### src/rtl/axi_4_lite_mst_seq_if.sv
// Bundle for the AXI4-Lite master sequencer: local command/response side plus
// the AXI4-Lite master bus toward the register-file slave.
`ifndef C_AXI_ADDR_WIDTH
`define C_AXI_ADDR_WIDTH 32
`endif
`ifndef C_AXI_DATA_WIDTH
`define C_AXI_DATA_WIDTH 32
`endif

interface axi_4_lite_mst_seq_if #(
  parameter int ADDR_WIDTH = `C_AXI_ADDR_WIDTH,
  parameter int DATA_WIDTH = `C_AXI_DATA_WIDTH
);
  localparam int STRB_WIDTH = DATA_WIDTH / 8;

  // Handshakes: a transfer happens on a rising edge where VALID && READY; once
  // VALID is raised it and its payload stay put until that edge.
  logic                  CMD_VALID;
  logic                  CMD_READY;
  logic                  CMD_WRITE;
  logic [ADDR_WIDTH-1:0] CMD_ADDR;
  logic [DATA_WIDTH-1:0] CMD_WDATA;
  logic [STRB_WIDTH-1:0] CMD_WSTRB;

  logic                  RSP_VALID;
  logic [DATA_WIDTH-1:0] RSP_RDATA;
  logic [1:0]            RSP_RESP;

  logic                  M_AXI_AWVALID;
  logic                  M_AXI_AWREADY;
  logic [ADDR_WIDTH-1:0] M_AXI_AWADDR;
  logic [2:0]            M_AXI_AWPROT;
  logic                  M_AXI_WVALID;
  logic                  M_AXI_WREADY;
  logic [DATA_WIDTH-1:0] M_AXI_WDATA;
  logic [STRB_WIDTH-1:0] M_AXI_WSTRB;
  logic                  M_AXI_BVALID;
  logic                  M_AXI_BREADY;
  logic [1:0]            M_AXI_BRESP;
  logic                  M_AXI_ARVALID;
  logic                  M_AXI_ARREADY;
  logic [ADDR_WIDTH-1:0] M_AXI_ARADDR;
  logic [2:0]            M_AXI_ARPROT;
  logic                  M_AXI_RVALID;
  logic                  M_AXI_RREADY;
  logic [DATA_WIDTH-1:0] M_AXI_RDATA;
  logic [1:0]            M_AXI_RRESP;

  modport master (
    input  CMD_VALID, CMD_WRITE, CMD_ADDR, CMD_WDATA, CMD_WSTRB,
    output CMD_READY, RSP_VALID, RSP_RDATA, RSP_RESP,
    output M_AXI_AWVALID, M_AXI_AWADDR, M_AXI_AWPROT,
    input  M_AXI_AWREADY,
    output M_AXI_WVALID, M_AXI_WDATA, M_AXI_WSTRB,
    input  M_AXI_WREADY,
    input  M_AXI_BVALID, M_AXI_BRESP,
    output M_AXI_BREADY,
    output M_AXI_ARVALID, M_AXI_ARADDR, M_AXI_ARPROT,
    input  M_AXI_ARREADY,
    input  M_AXI_RVALID, M_AXI_RDATA, M_AXI_RRESP,
    output M_AXI_RREADY
  );

  modport slave (
    output CMD_VALID, CMD_WRITE, CMD_ADDR, CMD_WDATA, CMD_WSTRB,
    input  CMD_READY, RSP_VALID, RSP_RDATA, RSP_RESP,
    input  M_AXI_AWVALID, M_AXI_AWADDR, M_AXI_AWPROT,
    output M_AXI_AWREADY,
    input  M_AXI_WVALID, M_AXI_WDATA, M_AXI_WSTRB,
    output M_AXI_WREADY,
    output M_AXI_BVALID, M_AXI_BRESP,
    input  M_AXI_BREADY,
    input  M_AXI_ARVALID, M_AXI_ARADDR, M_AXI_ARPROT,
    output M_AXI_ARREADY,
    output M_AXI_RVALID, M_AXI_RDATA, M_AXI_RRESP,
    input  M_AXI_RREADY
  );
endinterface

### src/rtl/axi_4_lite_mst_seq.sv
// Single-outstanding AXI4-Lite master: turns one local command into one full
// AXI4-Lite write or read and reports completion with a one-cycle response.
`ifndef C_AXI_ADDR_WIDTH
`define C_AXI_ADDR_WIDTH 32
`endif
`ifndef C_AXI_DATA_WIDTH
`define C_AXI_DATA_WIDTH 32
`endif

module axi_4_lite_mst_seq #(
  parameter int         ADDR_WIDTH = `C_AXI_ADDR_WIDTH,
  parameter int         DATA_WIDTH = `C_AXI_DATA_WIDTH,
  parameter logic [2:0] PROT_VALUE = 3'b000
) (
  input  logic                S_AXI_ACLK,
  input  logic                S_AXI_ARESETN,
  axi_4_lite_mst_seq_if.master bus,
  output logic [2:0]          state_dbg
);
  localparam int STRB_WIDTH = DATA_WIDTH / 8;

  typedef enum logic [2:0] {
    IDLE    = 3'd0,
    WRITE   = 3'd1,
    WR_RESP = 3'd2,
    RD_ADDR = 3'd3,
    RD_DATA = 3'd4
  } state_t;

  state_t                state;
  logic                  cmd_ready;
  logic                  awvalid;
  logic                  wvalid;
  logic                  bready;
  logic                  arvalid;
  logic                  rready;
  logic                  aw_done;
  logic                  w_done;
  logic                  rsp_valid;
  logic [DATA_WIDTH-1:0] rsp_rdata;
  logic [1:0]            rsp_resp;
  logic [ADDR_WIDTH-1:0] addr_q;
  logic [DATA_WIDTH-1:0] wdata_q;
  logic [STRB_WIDTH-1:0] wstrb_q;

  logic aw_hs;
  logic w_hs;

  assign aw_hs = awvalid && bus.M_AXI_AWREADY;
  assign w_hs  = wvalid && bus.M_AXI_WREADY;

  always_ff @(posedge S_AXI_ACLK or negedge S_AXI_ARESETN) begin
    if (!S_AXI_ARESETN) begin
      state     <= IDLE;
      cmd_ready <= 1'b1;
      awvalid   <= 1'b0;
      wvalid    <= 1'b0;
      bready    <= 1'b0;
      arvalid   <= 1'b0;
      rready    <= 1'b0;
      aw_done   <= 1'b0;
      w_done    <= 1'b0;
      rsp_valid <= 1'b0;
      rsp_rdata <= '0;
      rsp_resp  <= 2'b00;
      addr_q    <= '0;
      wdata_q   <= '0;
      wstrb_q   <= '0;
    end else begin
      rsp_valid <= 1'b0;
      case (state)
        IDLE: begin
          if (bus.CMD_VALID && cmd_ready) begin
            addr_q    <= bus.CMD_ADDR;
            wdata_q   <= bus.CMD_WDATA;
            wstrb_q   <= bus.CMD_WSTRB;
            cmd_ready <= 1'b0;
            aw_done   <= 1'b0;
            w_done    <= 1'b0;
            if (bus.CMD_WRITE) begin
              awvalid <= 1'b1;
              wvalid  <= 1'b1;
              state   <= WRITE;
            end else begin
              arvalid <= 1'b1;
              state   <= RD_ADDR;
            end
          end
        end
        WRITE: begin
          // AW and W complete independently, in either order or together.
          if (aw_hs) begin
            awvalid <= 1'b0;
            aw_done <= 1'b1;
          end
          if (w_hs) begin
            wvalid <= 1'b0;
            w_done <= 1'b1;
          end
          if ((aw_done || aw_hs) && (w_done || w_hs)) begin
            bready <= 1'b1;
            state  <= WR_RESP;
          end
        end
        WR_RESP: begin
          if (bus.M_AXI_BVALID && bready) begin
            bready    <= 1'b0;
            rsp_valid <= 1'b1;
            rsp_resp  <= bus.M_AXI_BRESP;
            rsp_rdata <= '0;
            cmd_ready <= 1'b1;
            state     <= IDLE;
          end
        end
        RD_ADDR: begin
          if (arvalid && bus.M_AXI_ARREADY) begin
            arvalid <= 1'b0;
            rready  <= 1'b1;
            state   <= RD_DATA;
          end
        end
        RD_DATA: begin
          if (bus.M_AXI_RVALID && rready) begin
            rready    <= 1'b0;
            rsp_valid <= 1'b1;
            rsp_rdata <= bus.M_AXI_RDATA;
            rsp_resp  <= bus.M_AXI_RRESP;
            cmd_ready <= 1'b1;
            state     <= IDLE;
          end
        end
        default: begin
          state     <= IDLE;
          cmd_ready <= 1'b1;
        end
      endcase
    end
  end

  assign bus.CMD_READY     = cmd_ready;
  assign bus.RSP_VALID     = rsp_valid;
  assign bus.RSP_RDATA     = rsp_rdata;
  assign bus.RSP_RESP      = rsp_resp;
  assign bus.M_AXI_AWVALID = awvalid;
  assign bus.M_AXI_AWADDR  = addr_q;
  assign bus.M_AXI_AWPROT  = PROT_VALUE;
  assign bus.M_AXI_WVALID  = wvalid;
  assign bus.M_AXI_WDATA   = wdata_q;
  assign bus.M_AXI_WSTRB   = wstrb_q;
  assign bus.M_AXI_BREADY  = bready;
  assign bus.M_AXI_ARVALID = arvalid;
  assign bus.M_AXI_ARADDR  = addr_q;
  assign bus.M_AXI_ARPROT  = PROT_VALUE;
  assign bus.M_AXI_RREADY  = rready;
  assign state_dbg         = state;
endmodule

### src/flat_wrapper.sv
// flat-port wrapper written by rule: the top's interface ports become plain ports
module axi_4_lite_mst_seq_flat 
#(
  parameter int         ADDR_WIDTH = `C_AXI_ADDR_WIDTH,
  parameter int         DATA_WIDTH = `C_AXI_DATA_WIDTH,
  parameter logic [2:0] PROT_VALUE = 3'b000
)
  (S_AXI_ACLK, S_AXI_ARESETN, state_dbg, bus_CMD_VALID, bus_CMD_WRITE, bus_CMD_ADDR, bus_CMD_WDATA, bus_CMD_WSTRB, bus_CMD_READY, bus_RSP_VALID, bus_RSP_RDATA, bus_RSP_RESP, bus_M_AXI_AWVALID, bus_M_AXI_AWADDR, bus_M_AXI_AWPROT, bus_M_AXI_AWREADY, bus_M_AXI_WVALID, bus_M_AXI_WDATA, bus_M_AXI_WSTRB, bus_M_AXI_WREADY, bus_M_AXI_BVALID, bus_M_AXI_BRESP, bus_M_AXI_BREADY, bus_M_AXI_ARVALID, bus_M_AXI_ARADDR, bus_M_AXI_ARPROT, bus_M_AXI_ARREADY, bus_M_AXI_RVALID, bus_M_AXI_RDATA, bus_M_AXI_RRESP, bus_M_AXI_RREADY);
  axi_4_lite_mst_seq_if #(.ADDR_WIDTH(ADDR_WIDTH), .DATA_WIDTH(DATA_WIDTH)) bus_i ();
  input  logic S_AXI_ACLK;
  input  logic S_AXI_ARESETN;
  output logic [2:0] state_dbg;
  input wire logic [$bits(bus_i.CMD_VALID)-1:0] bus_CMD_VALID;
  input wire logic [$bits(bus_i.CMD_WRITE)-1:0] bus_CMD_WRITE;
  input wire logic [$bits(bus_i.CMD_ADDR)-1:0] bus_CMD_ADDR;
  input wire logic [$bits(bus_i.CMD_WDATA)-1:0] bus_CMD_WDATA;
  input wire logic [$bits(bus_i.CMD_WSTRB)-1:0] bus_CMD_WSTRB;
  output wire logic [$bits(bus_i.CMD_READY)-1:0] bus_CMD_READY;
  output wire logic [$bits(bus_i.RSP_VALID)-1:0] bus_RSP_VALID;
  output wire logic [$bits(bus_i.RSP_RDATA)-1:0] bus_RSP_RDATA;
  output wire logic [$bits(bus_i.RSP_RESP)-1:0] bus_RSP_RESP;
  output wire logic [$bits(bus_i.M_AXI_AWVALID)-1:0] bus_M_AXI_AWVALID;
  output wire logic [$bits(bus_i.M_AXI_AWADDR)-1:0] bus_M_AXI_AWADDR;
  output wire logic [$bits(bus_i.M_AXI_AWPROT)-1:0] bus_M_AXI_AWPROT;
  input wire logic [$bits(bus_i.M_AXI_AWREADY)-1:0] bus_M_AXI_AWREADY;
  output wire logic [$bits(bus_i.M_AXI_WVALID)-1:0] bus_M_AXI_WVALID;
  output wire logic [$bits(bus_i.M_AXI_WDATA)-1:0] bus_M_AXI_WDATA;
  output wire logic [$bits(bus_i.M_AXI_WSTRB)-1:0] bus_M_AXI_WSTRB;
  input wire logic [$bits(bus_i.M_AXI_WREADY)-1:0] bus_M_AXI_WREADY;
  input wire logic [$bits(bus_i.M_AXI_BVALID)-1:0] bus_M_AXI_BVALID;
  input wire logic [$bits(bus_i.M_AXI_BRESP)-1:0] bus_M_AXI_BRESP;
  output wire logic [$bits(bus_i.M_AXI_BREADY)-1:0] bus_M_AXI_BREADY;
  output wire logic [$bits(bus_i.M_AXI_ARVALID)-1:0] bus_M_AXI_ARVALID;
  output wire logic [$bits(bus_i.M_AXI_ARADDR)-1:0] bus_M_AXI_ARADDR;
  output wire logic [$bits(bus_i.M_AXI_ARPROT)-1:0] bus_M_AXI_ARPROT;
  input wire logic [$bits(bus_i.M_AXI_ARREADY)-1:0] bus_M_AXI_ARREADY;
  input wire logic [$bits(bus_i.M_AXI_RVALID)-1:0] bus_M_AXI_RVALID;
  input wire logic [$bits(bus_i.M_AXI_RDATA)-1:0] bus_M_AXI_RDATA;
  input wire logic [$bits(bus_i.M_AXI_RRESP)-1:0] bus_M_AXI_RRESP;
  output wire logic [$bits(bus_i.M_AXI_RREADY)-1:0] bus_M_AXI_RREADY;
  assign bus_i.CMD_VALID = bus_CMD_VALID;
  assign bus_i.CMD_WRITE = bus_CMD_WRITE;
  assign bus_i.CMD_ADDR = bus_CMD_ADDR;
  assign bus_i.CMD_WDATA = bus_CMD_WDATA;
  assign bus_i.CMD_WSTRB = bus_CMD_WSTRB;
  assign bus_CMD_READY = bus_i.CMD_READY;
  assign bus_RSP_VALID = bus_i.RSP_VALID;
  assign bus_RSP_RDATA = bus_i.RSP_RDATA;
  assign bus_RSP_RESP = bus_i.RSP_RESP;
  assign bus_M_AXI_AWVALID = bus_i.M_AXI_AWVALID;
  assign bus_M_AXI_AWADDR = bus_i.M_AXI_AWADDR;
  assign bus_M_AXI_AWPROT = bus_i.M_AXI_AWPROT;
  assign bus_i.M_AXI_AWREADY = bus_M_AXI_AWREADY;
  assign bus_M_AXI_WVALID = bus_i.M_AXI_WVALID;
  assign bus_M_AXI_WDATA = bus_i.M_AXI_WDATA;
  assign bus_M_AXI_WSTRB = bus_i.M_AXI_WSTRB;
  assign bus_i.M_AXI_WREADY = bus_M_AXI_WREADY;
  assign bus_i.M_AXI_BVALID = bus_M_AXI_BVALID;
  assign bus_i.M_AXI_BRESP = bus_M_AXI_BRESP;
  assign bus_M_AXI_BREADY = bus_i.M_AXI_BREADY;
  assign bus_M_AXI_ARVALID = bus_i.M_AXI_ARVALID;
  assign bus_M_AXI_ARADDR = bus_i.M_AXI_ARADDR;
  assign bus_M_AXI_ARPROT = bus_i.M_AXI_ARPROT;
  assign bus_i.M_AXI_ARREADY = bus_M_AXI_ARREADY;
  assign bus_i.M_AXI_RVALID = bus_M_AXI_RVALID;
  assign bus_i.M_AXI_RDATA = bus_M_AXI_RDATA;
  assign bus_i.M_AXI_RRESP = bus_M_AXI_RRESP;
  assign bus_M_AXI_RREADY = bus_i.M_AXI_RREADY;
  axi_4_lite_mst_seq #(.ADDR_WIDTH(ADDR_WIDTH), .DATA_WIDTH(DATA_WIDTH), .PROT_VALUE(PROT_VALUE)) u_core (.S_AXI_ACLK(S_AXI_ACLK), .S_AXI_ARESETN(S_AXI_ARESETN), .bus(bus_i), .state_dbg(state_dbg));
endmodule
### config.mk
export PLATFORM = sky130hd
export DESIGN_NAME = axi_4_lite_mst_seq_flat
export DESIGN_NICKNAME = d
export VERILOG_FILES = /design/src/rtl/axi_4_lite_mst_seq_if.sv /design/src/rtl/axi_4_lite_mst_seq.sv /design/src/flat_wrapper.sv
export SDC_FILE = /design/constraint.sdc
export NUM_CORES = 1
export LEC_CHECK = 0
export ABC_AREA = 1
export BUFFER_PORTS_ARGS = -buffer_cell sky130_fd_sc_hd__buf_2
export CAP_MARGIN = 20
export CORE_MARGIN = 2
export CORE_UTILIZATION = 35
export DETAILED_ROUTE_END_ITERATION = 8
export PLACE_DENSITY = 0.65
export SLEW_MARGIN = 20
export SYNTH_ARGS = -nofsm -noshare
export SYNTH_HDL_FRONTEND = slang
export SYNTH_SLANG_ARGS = --single-unit
### constraint.sdc
create_clock -name S_AXI_ACLK -period 1.8 [get_ports S_AXI_ACLK]
set_input_delay 0.27 -clock S_AXI_ACLK [delete_from_list [all_inputs] [get_ports S_AXI_ACLK]]
set_output_delay 0.27 -clock S_AXI_ACLK [all_outputs]
set_load 0.02 [all_outputs]
## Yosys cells after proc, flatten, opt, wreduce, memory -nomap -nowiden

Cells that the tools add are included.

- Register bits: 114
- Input bits: 113
- Output and inout port bits: 150
- Logic and storage cells: 96

- Equality and inequality tests: 13
- Muxes and demuxes: 40
- Bitwise gates (word level): 1
- Reductions and logical operators: 27

Operators with widths:

| operator | count |
|---|---|
| 32-bit 2-to-1 mux | 2 |
| 32-bit one-hot mux with 2 select lines | 1 |
| 1-bit 2-to-1 mux | 18 |
| 1-bit one-hot mux with 2 select lines | 8 |
| 4-bit AND reduction | 4 |
| 3-bit 2-to-1 mux | 5 |
| 3-bit one-hot mux with 5 select lines | 1 |
| 3-bit AND reduction | 5 |
| 2-bit by 1-bit inequality test with 1-bit output (second input constant) | 7 |
| 2-bit nonzero test | 5 |
| 1-bit logical AND | 7 |
| 3-bit by 2-bit == test with 1-bit output (second input constant) | 2 |
| 2-bit 2-to-1 mux | 3 |
| 5-bit AND reduction | 1 |
| 2-bit inequality test (second input constant) | 2 |
| 1-bit one-hot mux with 4 select lines | 1 |
| 2-bit one-hot mux with 2 select lines | 1 |
| 3-bit by 1-bit == test with 1-bit output (second input constant) | 1 |
| 3-bit == test (second input constant) | 1 |
| 3-bit zero test | 1 |
| 1-bit logical OR | 2 |
| 2-bit AND reduction | 1 |
| 2-bit OR reduction | 1 |
| 1-bit NOT | 1 |

## Logic depth before layout (Yosys ltp)

- Depth after elaboration: 5
- Depth in mapped cells: 8
- Depth with buffers taken out: 8

## Least setup slack after synthesis

No wires, ideal clock.

- Path kind: register -> register
- From: register u_core.state[2], in the netlist u_core.state_dbg[2]
- To: register u_core.awvalid, in the netlist u_core.bus.M_AXI_AWVALID
- Setup time: 0.117 ns
- Arrival: 1.291 ns
- Data required time: 1.683 ns
- Setup slack: 0.391 ns
- Cell stages (with the launch flop): 9
- Path buffers: 2
- Period minus slack after synthesis: 1.409 ns
- Cell sequence: dfrtp_1 buf_2 inv_2 nand4_4 buf_2 nand2_1 nand3_1 nand2_1 nand2_1

- Word-level cells in the longest chain between the ends: 3
- Elaborated cells on any way between the ends: 8
- Classes of those cells: eq/ne (4); mux (1); reduce/logical (3)

RTL lines:

| element | RTL line | RTL |
|---|---|---|
| start, declared | axi_4_lite_mst_seq.sv:30 | `state_t state;` |
| start signal, assigned | axi_4_lite_mst_seq.sv:54 | `state <= IDLE;` |
| start signal, assigned | axi_4_lite_mst_seq.sv:83 | `state <= WRITE;` |
| start signal, assigned | axi_4_lite_mst_seq.sv:86 | `state <= RD_ADDR;` |
| 3-bit by 1-bit == test with 1-bit output or 3-bit zero test (tied branches) | axi_4_lite_mst_seq.sv:71 | `case (state)` |
| 2-bit by 1-bit inequality test with 1-bit output (no line), or another cell as far along | n/a |  |
| 4-bit AND reduction (no line) | n/a |  |
| end signal, assigned | axi_4_lite_mst_seq.sv:56 | `awvalid <= 1'b0;` |
| end signal, assigned | axi_4_lite_mst_seq.sv:81 | `awvalid <= 1'b1;` |
| end signal, assigned | axi_4_lite_mst_seq.sv:93 | `awvalid <= 1'b0;` |
| end, declared | axi_4_lite_mst_seq.sv:32 | `logic awvalid;` |

Several ways; a longest one is shown, not always the timed one.
A chain may end at the register's enable or synchronous reset.

## Worst setup path in the final report

- From: register u_core.state[0], in the netlist u_core.state_dbg[0]
- To: register u_core.awvalid, in the netlist u_core.bus.M_AXI_AWVALID

The elaborated chain is that of the path after synthesis.

==> out/results.md <==
| Parameter | Value |
|---|---|
| Status | finished, final reports clean |
| Gate count after technology mapping | 562 |
| # Max-Cap Violations | 0 |
| Floorplan core area | 13300 um2 |
| Width of the die | 121 um |
| Number of antenna violations at the first check in global routing | 1 |
| Comb power frac | 0.426 |
| Maximum number of pins on one net before global-route repair | 71 |
| Routed WL per cell | 13.4 um |
| Violation count after the first detailed-routing iteration | 190 |
| CTS Buffer Depth | 2 |
| Cts bufs inserted | 17 |
| Post-detailed-routing wire length | 13100 um |
| Internal reg-to-reg setup slack | 270 ps |
| Peak Freq | 653 MHz |
| Flop pwr share | 0.327 |
| Sequence of cells on the critical path | nor2_4 > nand4_4 > inv_2 > buf_4 > nand2_1 > nand2_1 |
| Initial core utilization | 0.360 |
| Internal power consumption | 8.03 mW |
| Clock network latency to the later pin of the worst-skew pair | 410 ps |
| Largest incremental delay on the critical path | 430 ps |
| Detailed Place HPWL | 9420 um |
| Core Util, Final | 0.502 |
| Area of the die | 14700 um2 |
| Worst hold path type | input port to flop |
| Routed via count | 4317 |
| Most used cells in the layout excluding fill and tap cells | nand2_1, buf_2, dfrtp_1 |
| Sum Neg Setup Slack | 0 ps |
| Worst VDD drop | 799 uV |
| First-pass iteration count of the detailed router | 4 |
| Data arrival time of the worst path | 1880 ps |
| Critical path launch point | u_core.state_dbg[0]$_DFFE_PN0P_ |
| Final Wtd Congestion | 0.786 |
| Number of slew-limit violations in the final report | 0 |
| Number of core rows | 42 |
| Global-route wire length before repair | 20400 um |
| Clock tree from TritonCTS | built |
| Total standard cell area after synthesis | 4810 um2 |
| Leakage power | 4.07 nW |
| Most repeated library cell on the critical path | nand2_1 |
| Maximum fanout along the worst path | 15 |
| Required time of the critical path | 2150 ps |
| Post-route DRC violation count | 0 |
| Post-Place Setup Slack | 291 ps |
| Critical path's slowest cell | dfrtp_1 |
| CTS clk-pin slew, worst paths | 60 ps |
| Largest cells by area after synthesis | dfrtp_1, nand2_1, buf_4 |
| Inserted Diodes | 0 |
| R2R Path End | u_core.bus.M_AXI_AWVALID$_DFFE_PN0P_ |
| Number of H-tree levels | 4 |
| Number of top-level design ports | 263 |
| Power dissipated by switching net loads | 5.90 mW |
| Number of global-route vias before repair | 3999 |
| Number of sinks handled by clock tree synthesis | 114 |
| Total routing usage reported by global routing | 0.181 |
| Post_cts resized | 0 |
| Cell taking the most area after synthesis | dfrtp_1 |
| Proportion of netlist area held by the largest area contributor | 0.588 |
| Total of flip-flops plus latches after synthesis | 114 |
| Number of cells on the worst reg-to-reg path | 6 |
| Vertical extent of the die | 121 um |
| PortBufs | 256 |
| R2R Path Start | u_core.state_dbg[0]$_DFFE_PN0P_ |
| Layout cell share with drive strength beyond 1 | 0.376 |
| Layout Nets | 904 |
| Fraction of the yosys area taken by sequential cells | 0.594 |
| Total overflow reported by the global router | 0 |
| Area added between synthesis and finish | 39.3% |
| Type of the setup path with the least slack | flop to flop |
| Least setup slack across all paths after layout | 269 ps |
| Pwr per Cell Area | 2080 nW/um2 |
| Switching part of the total power | 0.423 |
| Clock root buffer | clkbuf_16 |
| Time the final worst path needs with I/O delays and setup | 1530 ps |
| Share of the cycle needed by the critical path after routing | 0.850 |
| Most common cell after layout, fill and taps aside | nand2_1 |
| Syn_area_per_cell | 8.55 um2 |
| Hold bufs inserted after CTS | 1 |
| Final setup fails | 0 |
| Endpoint class of the critical path | flop |
| Number of endpoints with negative hold slack in the final report | 0 |
| Clk pwr share | 0.247 |
| RSZ-0062 raised after global routing | no |
| DR vias/cell | 4.41 |
| Worst slack on hold paths | 52.4 ps |
| Yosys warns | 0 |
| Antenna Nets Post-Route | 0 |
| Critical path capture point | u_core.bus.M_AXI_AWVALID$_DFFE_PN0P_ |
| Setup skew after layout | 8.21 ps |
| Nature of the critical path startpoint | flop |
| Setup bufs post-CTS | 0 |
| Yosys cell types | 18 |
==> state kept, by name, summed over array words and instances (netlist names) <==
register                  cells
u_core.bus.M_AXI_ARADDR      32
u_core.bus.M_AXI_WDATA       32
u_core.bus.RSP_RDATA         32
u_core.bus.M_AXI_WSTRB        4
u_core.state_dbg              3
u_core.bus.RSP_RESP           2
u_core.aw_done                1
u_core.bus.CMD_READY          1
u_core.bus.M_AXI_ARVALID      1
u_core.bus.M_AXI_AWVALID      1
u_core.bus.M_AXI_BREADY       1
u_core.bus.M_AXI_RREADY       1
u_core.bus.M_AXI_WVALID       1
u_core.bus.RSP_VALID          1
u_core.w_done                 1
==> worst max-delay path, delay by kind of cell (launching register included) <==
family / cells / cell delay [ps]
buffers and inverters: 2 / 540
and+or+nand+nor: 4 / 480
DFF: 1 / 430
==> metal layers <==
metal  wire (um)  GRT usage  vias to the layer above
met5          14          0                        -
met2        6280      0.296                      198
li1            -          -                     2146
met1        5340      0.214                     1952
met4         206     0.0611                        2
met3        1250     0.0775                       19
==> layout make-up <==
class	count	area (um2)
clock buffer	21	440
clock inverter	11	161
fill	1309	6650
inverter	12	45.0
multi-input combinational	379	1530
sequential	114	2850
tap	176	220
timing repair buffer	267	1440
==> power by group through the flow <==
stage / registers [mW] / clock network (mW) / logic [mW]
2_1_floorplan: 5.93 / 0 / 2.77
3_3_place_gp: 4.57 / 0 / 5.92
3_5_place_dp: 4.56 / 0 / 6.02
4_1_cts: 4.55 / 3.52 / 6.02
5_1_grt: 4.71 / 3.67 / 6.54
6_report: 4.55 / 3.44 / 5.94
==> cell families (layout without fill, tap and decap cells) <==
family          count (synthesis)  count (layout)  synth area share
simple gates                  364             364             0.304
compound gates                  9               9            0.0104
flops                         114             114             0.594
buf+inv                        74             311            0.0914
other cells                     1               6          0.000780
==> worst min-delay path by stage <==
| stage | startpoint | to | cells past startpoint |
|---|---|---|---|
| global placement | S_AXI_ARESETN | u_core.bus.M_AXI_ARADDR[10]$_DFFE_PN0P_ | 2 |
| CTS | bus_CMD_ADDR[26] | u_core.bus.M_AXI_ARADDR[26]$_DFFE_PN0P_ | 3 |
| global route | bus_M_AXI_RDATA[6] | u_core.bus.RSP_RDATA[6]$_DFFE_PN0P_ | 3 |
| finish | bus_M_AXI_RDATA[7] | u_core.bus.RSP_RDATA[7]$_DFFE_PN0P_ | 3 |
| floorplan | S_AXI_ARESETN | u_core.aw_done$_DFFE_PN0P_ | 0 |
| detailed placement | S_AXI_ARESETN | u_core.bus.M_AXI_ARADDR[3]$_DFFE_PN0P_ | 2 |
==> synthesized netlist by cell type <==
library cell and instances:
nand2_1 310, dfrtp_1 113, nand3_1 40, buf_4 38
buf_2 15, nor2_1 10, inv_1 9, clkbuf_1 7
a21oi_1 4, inv_2 3, o21ai_0 3, buf_1 2
nand4_2 2, o21a_1 2, conb_1 1, dfstp_2 1
nand4_4 1, nor2_4 1
==> stage by stage <==
| stage | total power, mW | cells | area [um2] |
|---|---|---|---|
| after floorplan | 8.70 | 567 | 4820 |
| after global placement | 10.5 | 947 | 6080 |
| after detailed placement | 10.6 | 947 | 6080 |
| after CTS | 14.1 | 980 | 6700 |
| after global routing | 14.9 | 980 | 6700 |
| final | 13.9 | 980 | 6700 |
Note: power is estimated with default switching activity, not from simulation.
